[src/rtl/fp_alu_pkg.sv]
// Shared types and constants for the binary32 add/multiply unit.
// FP_ALU_ROUND_NEAREST_EN selects round-to-nearest-even instead of truncation.
package fp_alu_pkg;

  localparam int EXP_W   = 8;
  localparam int FRAC_W  = 23;
  localparam int BIAS    = 127;
  localparam int EXP_MAX = 255;
  localparam int SIG_W   = FRAC_W + 1;

  localparam logic OP_ADD = 1'b0;
  localparam logic OP_MUL = 1'b1;

`ifdef FP_ALU_ROUND_NEAREST_EN
  localparam bit RNE_EN = 1'b1;
`else
  localparam bit RNE_EN = 1'b0;
`endif

  typedef struct packed {
    logic              sign;
    logic [EXP_W-1:0]  exp;
    logic [FRAC_W-1:0] frac;
  } fp32_t;

  // Round a 24-bit significand using guard/round/sticky; bit 24 of the
  // result flags a rounding carry. With truncation the increment is zero.
  function automatic logic [SIG_W:0] round_sig(
    input logic [SIG_W-1:0] sig,
    input logic             g,
    input logic             r,
    input logic             s
  );
    logic inc;
    inc = RNE_EN & g & (r | s | sig[0]);
    return {1'b0, sig} + {{SIG_W{1'b0}}, inc};
  endfunction

endpackage

[src/rtl/fp_lzc_normalize.sv]
// Leading-zero count and left-normalize for the add path.
module fp_lzc_normalize #(
  parameter int W  = 25,
  parameter int CW = $clog2(W + 1)
) (
  input  logic [W-1:0]  val_i,
  output logic [W-1:0]  norm_o,
  output logic [CW-1:0] lzc_o,
  output logic          zero_o
);

  // Scan upward so the highest set bit determines the count; all-zero gives W.
  always_comb begin
    lzc_o = CW'(W);
    for (int i = 0; i < W; i++) begin
      lzc_o = val_i[i] ? CW'(W - 1 - i) : lzc_o;
    end
  end

  assign norm_o = val_i << lzc_o;
  assign zero_o = (val_i == '0);

endmodule

[src/rtl/floating_point_alu.sv]
// Binary32 add/multiply with one-cycle registered result.
// Exp==0 operands are flushed to zero; exp==255 is handled as a finite value.
// FP_ALU_ROUND_NEAREST_EN (in fp_alu_pkg) switches truncation to round-nearest-even.
module floating_point_alu
  import fp_alu_pkg::*;
(
  input  logic        clk,
  input  logic        rst,
  input  logic [31:0] a,
  input  logic [31:0] b,
  input  logic        sel,
  output logic [31:0] result,
  output logic        overflow,
  output logic        done
);

  fp32_t op_a_s, op_b_s;
  logic  a_zero_s, b_zero_s;

  assign op_a_s   = a;
  assign op_b_s   = b;
  assign a_zero_s = (op_a_s.exp == 8'd0);
  assign b_zero_s = (op_b_s.exp == 8'd0);

  // ---------------- add path ----------------
  fp32_t       big_s, small_s;
  logic [7:0]  exp_diff_s;
  logic [23:0] sig_big_s, sig_small_s, small_trunc_s;
  logic [26:0] small_full_s, small_shift_s, lost_mask_s, small_ext_s;
  logic        sticky_s, add_same_s, add_carry_s;
  logic [27:0] add_sum_s;
  logic [26:0] norm_sig_s;
  logic [4:0]  norm_lzc_s;
  logic        norm_zero_s;

  // Order operands by magnitude, align the smaller one and add or subtract.
  always_comb begin
    if (a[30:0] >= b[30:0]) begin
      big_s   = op_a_s;
      small_s = op_b_s;
    end else begin
      big_s   = op_b_s;
      small_s = op_a_s;
    end
    exp_diff_s   = big_s.exp - small_s.exp;
    sig_big_s    = {1'b1, big_s.frac};
    sig_small_s  = {1'b1, small_s.frac};
    small_full_s = {sig_small_s, 3'b000};
    if (exp_diff_s >= 8'd24) begin
      small_trunc_s = 24'd0;
    end else begin
      small_trunc_s = sig_small_s >> exp_diff_s;
    end
    if (exp_diff_s >= 8'd27) begin
      small_shift_s = 27'd0;
      lost_mask_s   = {27{1'b1}};
    end else begin
      small_shift_s = small_full_s >> exp_diff_s;
      lost_mask_s   = ~({27{1'b1}} << exp_diff_s);
    end
    sticky_s = |(small_full_s & lost_mask_s);
    // Truncation discards shifted-out bits before the subtraction.
    if (RNE_EN) begin
      small_ext_s = {small_shift_s[26:1], small_shift_s[0] | sticky_s};
    end else begin
      small_ext_s = {small_trunc_s, 3'b000};
    end
    add_same_s = (big_s.sign == small_s.sign);
    if (add_same_s) begin
      add_sum_s = {1'b0, sig_big_s, 3'b000} + {1'b0, small_ext_s};
    end else begin
      add_sum_s = {1'b0, sig_big_s, 3'b000} - {1'b0, small_ext_s};
    end
    add_carry_s = add_same_s & add_sum_s[27];
  end

  fp_lzc_normalize #(.W(27), .CW(5)) u_norm (
    .val_i  (add_sum_s[26:0]),
    .norm_o (norm_sig_s),
    .lzc_o  (norm_lzc_s),
    .zero_o (norm_zero_s)
  );

  logic [26:0] add_sig_s;
  logic [9:0]  add_exp_s;
  logic [24:0] add_rnd_s;
  logic [22:0] add_frac_s;
  logic [31:0] add_res_s;
  logic        add_ovf_s;

  // Normalize, round and range-check the add result, with zero-operand bypass.
  always_comb begin
    if (add_carry_s) begin
      add_sig_s = {add_sum_s[27:2], add_sum_s[1] | add_sum_s[0]};
      add_exp_s = {2'b00, big_s.exp} + 10'd1;
    end else begin
      add_sig_s = norm_sig_s;
      add_exp_s = {2'b00, big_s.exp} - {5'd0, norm_lzc_s};
    end
    add_rnd_s = round_sig(add_sig_s[26:3], add_sig_s[2], add_sig_s[1], add_sig_s[0]);
    if (add_rnd_s[24]) begin
      add_exp_s  = add_exp_s + 10'd1;
      add_frac_s = add_rnd_s[23:1];
    end else begin
      add_frac_s = add_rnd_s[22:0];
    end
    if (a_zero_s && b_zero_s) begin
      add_res_s = 32'h0000_0000;
      add_ovf_s = 1'b0;
    end else if (a_zero_s) begin
      add_res_s = b;
      add_ovf_s = 1'b0;
    end else if (b_zero_s) begin
      add_res_s = a;
      add_ovf_s = 1'b0;
    end else if (!add_carry_s && norm_zero_s) begin
      add_res_s = 32'h0000_0000;
      add_ovf_s = 1'b0;
    end else if (add_exp_s[9] || (add_exp_s == 10'd0)) begin
      add_res_s = 32'h0000_0000;
      add_ovf_s = 1'b0;
    end else if ((add_exp_s >= 10'(EXP_MAX)) && (add_exp_s > {2'b00, big_s.exp})) begin
      // Only an exponent bump (carry or rounding) can push into Inf.
      add_res_s = {big_s.sign, 8'hFF, 23'd0};
      add_ovf_s = add_carry_s;
    end else begin
      add_res_s = {big_s.sign, add_exp_s[7:0], add_frac_s};
      add_ovf_s = add_carry_s;
    end
  end

  // ---------------- multiply path ----------------
  logic [47:0] mul_prod_s;
  logic [23:0] mul_sig_s;
  logic        mul_g_s, mul_r_s, mul_st_s;
  logic [9:0]  mul_exp_s;
  logic [24:0] mul_rnd_s;
  logic [22:0] mul_frac_s;
  logic [31:0] mul_res_s;
  logic        mul_ovf_s;

  // Significand product, one-step normalize, round and range-check.
  always_comb begin
    mul_prod_s = {24'd0, 1'b1, op_a_s.frac} * {24'd0, 1'b1, op_b_s.frac};
    mul_exp_s  = {2'b00, op_a_s.exp} + {2'b00, op_b_s.exp} - 10'(BIAS)
               + {9'd0, mul_prod_s[47]};
    if (mul_prod_s[47]) begin
      mul_sig_s = mul_prod_s[47:24];
      mul_g_s   = mul_prod_s[23];
      mul_r_s   = mul_prod_s[22];
      mul_st_s  = |mul_prod_s[21:0];
    end else begin
      mul_sig_s = mul_prod_s[46:23];
      mul_g_s   = mul_prod_s[22];
      mul_r_s   = mul_prod_s[21];
      mul_st_s  = |mul_prod_s[20:0];
    end
    mul_rnd_s = round_sig(mul_sig_s, mul_g_s, mul_r_s, mul_st_s);
    if (mul_rnd_s[24]) begin
      mul_exp_s  = mul_exp_s + 10'd1;
      mul_frac_s = mul_rnd_s[23:1];
    end else begin
      mul_frac_s = mul_rnd_s[22:0];
    end
    if (a_zero_s || b_zero_s) begin
      mul_res_s = 32'h0000_0000;
      mul_ovf_s = 1'b0;
    end else if (mul_exp_s[9] || (mul_exp_s == 10'd0)) begin
      mul_res_s = 32'h0000_0000;
      mul_ovf_s = 1'b0;
    end else if (mul_exp_s >= 10'(EXP_MAX)) begin
      mul_res_s = {op_a_s.sign ^ op_b_s.sign, 8'hFF, 23'd0};
      mul_ovf_s = 1'b1;
    end else begin
      mul_res_s = {op_a_s.sign ^ op_b_s.sign, mul_exp_s[7:0], mul_frac_s};
      mul_ovf_s = 1'b0;
    end
  end

  // ---------------- output register ----------------
  logic [31:0] result_d, result_q;
  logic        overflow_d, overflow_q, done_q;

  // Select the requested operation's result.
  always_comb begin
    if (sel == OP_MUL) begin
      result_d   = mul_res_s;
      overflow_d = mul_ovf_s;
    end else begin
      result_d   = add_res_s;
      overflow_d = add_ovf_s;
    end
  end

  // Capture every cycle; reset clears outputs immediately.
  always_ff @(posedge clk or posedge rst) begin
    if (rst) begin
      result_q   <= 32'h0000_0000;
      overflow_q <= 1'b0;
      done_q     <= 1'b0;
    end else begin
      result_q   <= result_d;
      overflow_q <= overflow_d;
      done_q     <= 1'b1;
    end
  end

  assign result   = result_q;
  assign overflow = overflow_q;
  assign done     = done_q;

endmodule

[config.mk]
export PLATFORM = sky130hd
export DESIGN_NAME = floating_point_alu
export DESIGN_NICKNAME = d
export VERILOG_FILES = /design/src/rtl/fp_alu_pkg.sv /design/src/rtl/fp_lzc_normalize.sv /design/src/rtl/floating_point_alu.sv
export SDC_FILE = /design/constraint.sdc
export NUM_CORES = 2
export LEC_CHECK = 0
export ABC_AREA = 1
export CORE_MARGIN = 2
export CORE_UTILIZATION = 50
export CTS_CLUSTER_DIAMETER = 60
export DETAILED_ROUTE_END_ITERATION = 8
export PLACE_DENSITY = 0.67
export SYNTH_ARGS = -nofsm -noshare
export SYNTH_HDL_FRONTEND = slang
export SYNTH_SLANG_ARGS = --single-unit
[constraint.sdc]
create_clock -name clk -period 3.4 [get_ports clk]
set_input_delay 1.02 -clock clk [delete_from_list [all_inputs] [get_ports clk]]
set_output_delay 1.02 -clock clk [all_outputs]
set_load 0.005 [all_outputs]
==> out/metrics.yaml <==
critical_path:
  cpPeakStageDelay_ns: 0.35
  worst_setup_path_end_kind: "flop"
  cp_slowest_cell: "ha_4"
  crit_family: "simple AND/OR/NAND/NOR gates"
  cp.required_ns: 3.55
  crit_fanout: 9
  arrival_ns: 10.49
  path_buf_inv: 13
  start_kind: "primary input"
  timing_worst_setup_path_type: "primary input to flop"
drt:
  vias: 29137
  drc_errors: 0
  ant_nets: 0
  drtIter0Drc: 2812
  wl_um: 102400
  wl_per_cell_um: 18.78
  drtPass1Iterations: 6
  viasPerCell: 5.347
placed_design:
  dp_hpwl_um: 79540
  gp_congestion: 0.9918
  port_buffers: 100
  post-place-ws_ns: -8.212
synth:
  synth_edf_count: 0
  synth-main-ff-cell: "dfrtp_1"
  syn-cell-area_um2: 28090
  yosysUniqueCellTypes: 53
  yosysWarnings: 0
  syn-num-nets: 4876
  yosysSeqAreaShare_pct: 3.029
  ys_ff_latch: 34
  netlist_instances: 4049
  synth_area_per_cell_um2: 6.938
  synthArstFlopShare_pct: 100.0
run_status:
  status: "finished with violations"
  violations: "setup timing"
grt:
  grt_max_degree: 41
  grt_pass1_wl_um: 160600
  antenna_found_initial: 2
  grt.overflow.total: 0
  grt_pass1_vias: 29635
  grt_use_total_pct: 35.87
timing:
  fin_tns_setup_ns: -225.56
  min_period_over_period_pct: 303.9
  rsz0062_at_grt: "yes"
  worstMarginPinSlew_ns: 0.5684
  finalSetupViolations: 33
  fin_ws_ns: -6.934
  slew_violations: 0
  maxSlewHeadroom_pct: 61.70
  hold_violations: 0
  fin_crit_ns: 10.33
  timing.fmax_mhz: 96.77
final_layout:
  layout-drive-gt1-share_pct: 24.72
  regArea_um2: 850.8
  layout.nets: 5526
  fill_cells: 4933
  multiInputGateArea_um2: 24430
  syn_to_final_growth_pct: 32.20
clock_tree:
  clk_pin_slew_ns: 0.06
  hold_buffers: 0
  tritoncts: "built"
  numCtsBuffers: 5
  clock-root-buffer: "clkbuf_16"
  htreeDepth: 2
  clockBufferDepth: 2
  cts.sinks: 34
die:
  start_util_pct: 50.79
  ios: 101
  die_h_um: 241.0
  design.die.area_um2: 58100
  die_x_um: 241.0
  coreArea_um2: 55310
  rows: 86
run:
  maxCapViolations: 0
min_path:
  hold_class: "primary input to asynchronous set/reset pin"
[state kept, by name, summed over array words and instances, names as in the netlist]
signal,flops
done,1
result,32
overflow,1
[cell type report]
cell class,count,share of cell area [%]
clock inverter,3,0.1853
inverter,967,9.868
antenna,1,0.006738
timing repair buffer,838,19.00
sequential,34,2.291
tap,748,2.520
clock buffer,5,0.3369
multi-input combinational,2853,65.79
[cell usage after synthesis (23+ instances only)]
| master | count | area share (%) |
|---|---|---|
| nand4_1 | 79 | 1.8 |
| buf_2 | 26 | 0.46 |
| inv_1 | 948 | 13 |
| nand3_1 | 227 | 4.0 |
| o211ai_1 | 23 | 0.61 |
| xnor2_1 | 27 | 0.84 |
| nand2_1 | 1138 | 15 |
| a21oi_1 | 180 | 3.2 |
| fa_1 | 484 | 34 |
| clkbuf_1 | 157 | 2.1 |
| dfrtp_1 | 34 | 3.0 |
| ha_1 | 276 | 12 |
| xor2_1 | 54 | 1.7 |
| o21ai_0 | 127 | 2.3 |
| nor2_1 | 116 | 1.5 |
[cell families (layout without fill, tap and decap cells)]
| group | count (synthesis) | in the layout | share of synthesized area (%) |
|---|---|---|---|
| XOR/XNOR | 82 | 82 | 2.623 |
| AO/OA/AOI/OAI | 394 | 394 | 7.656 |
| adder cells (fa/ha/maj) | 760 | 760 | 46.78 |
| multiplexers | 4 | 4 | 0.1425 |
| flip-flops | 34 | 34 | 3.029 |
| other | 1 | 2 | 0.01335 |
| AND/OR/NAND/NOR | 1610 | 1612 | 23.92 |
| buffers and inverters | 1164 | 1813 | 15.84 |
[metal layers]
| metal | routed length, um | vias up | part of all wire, % | track usage [%] |
|---|---|---|---|---|
| met5 | 13 | - | 0.013 | 0 |
| met4 | 5032 | 2 | 4.9 | 14.52 |
| met3 | 9038 | 299 | 8.8 | 5.158 |
| met2 | 46800 | 1354 | 46 | 58.57 |
| met1 | 41470 | 14002 | 41 | 48.00 |
| li1 | - | 13480 | - | - |
[worst max path at each step]
stage | from | to | slack (ns) | cells past startpoint
2_1_floorplan | a[0] | result[11]$_DFF_PP0_ | -6.45 | 81
3_3_place_gp | b[5] | result[0]$_DFF_PP0_ | -8.06 | 55
3_5_place_dp | b[5] | result[0]$_DFF_PP0_ | -8.21 | 55
4_1_cts | b[5] | result[22]$_DFF_PP0_ | -6.80 | 84
5_1_grt | b[24] | result[22]$_DFF_PP0_ | -7.45 | 84
6_report | a[20] | result[0]$_DFF_PP0_ | -6.93 | 77
[stage by stage]
stage	utilization [%]	cell area (um2)	std cells	hold slack, ns
after floorplan	-	28430	4049	1.120
after global placement	61.95	34270	5321	1.442
after detailed placement	61.95	34270	5321	1.457
after CTS	66.17	36600	5418	1.163
after global routing	67.14	37140	5448	1.184
final	67.15	37140	5449	1.138
[cell usage in the layout, fill, tap and decap left out, drive strengths merged, types with 7 or more instances in the layout]
| cell type | synthesis | layout |
|---|---|---|
| a21oi | 181 | 181 |
| a31oi | 12 | 12 |
| buf | 40 | 758 |
| clkbuf | 157 | 26 |
| clkdlybuf4s15 | 0 | 11 |
| clkdlybuf4s50 | 0 | 38 |
| dfrtp | 34 | 34 |
| fa | 484 | 484 |
| ha | 276 | 276 |
| inv | 963 | 961 |
| nand2 | 1147 | 1148 |
| nand3 | 236 | 236 |
| nand4 | 79 | 79 |
| nor2 | 123 | 124 |
| nor3 | 10 | 10 |
| nor4 | 7 | 7 |
| o211ai | 23 | 23 |
| o21a | 7 | 7 |
| o21ai | 143 | 143 |
| o21bai | 7 | 7 |
| xnor2 | 27 | 27 |
| xor2 | 55 | 55 |
[what timing repair did]
| action | 4_1_cts | 5_1_grt |
|---|---|---|
| setup buffers | 78 | 37 |
| resized for setup | 452 | 197 |
| pin swaps | 167 | 135 |
| gates cloned | 12 | 0 |
| setup endpoints to repair | 33 | 33 |
Power is not shown: default switching activity piles up to over one toggle a cycle in this logic, so the estimate is an artifact.
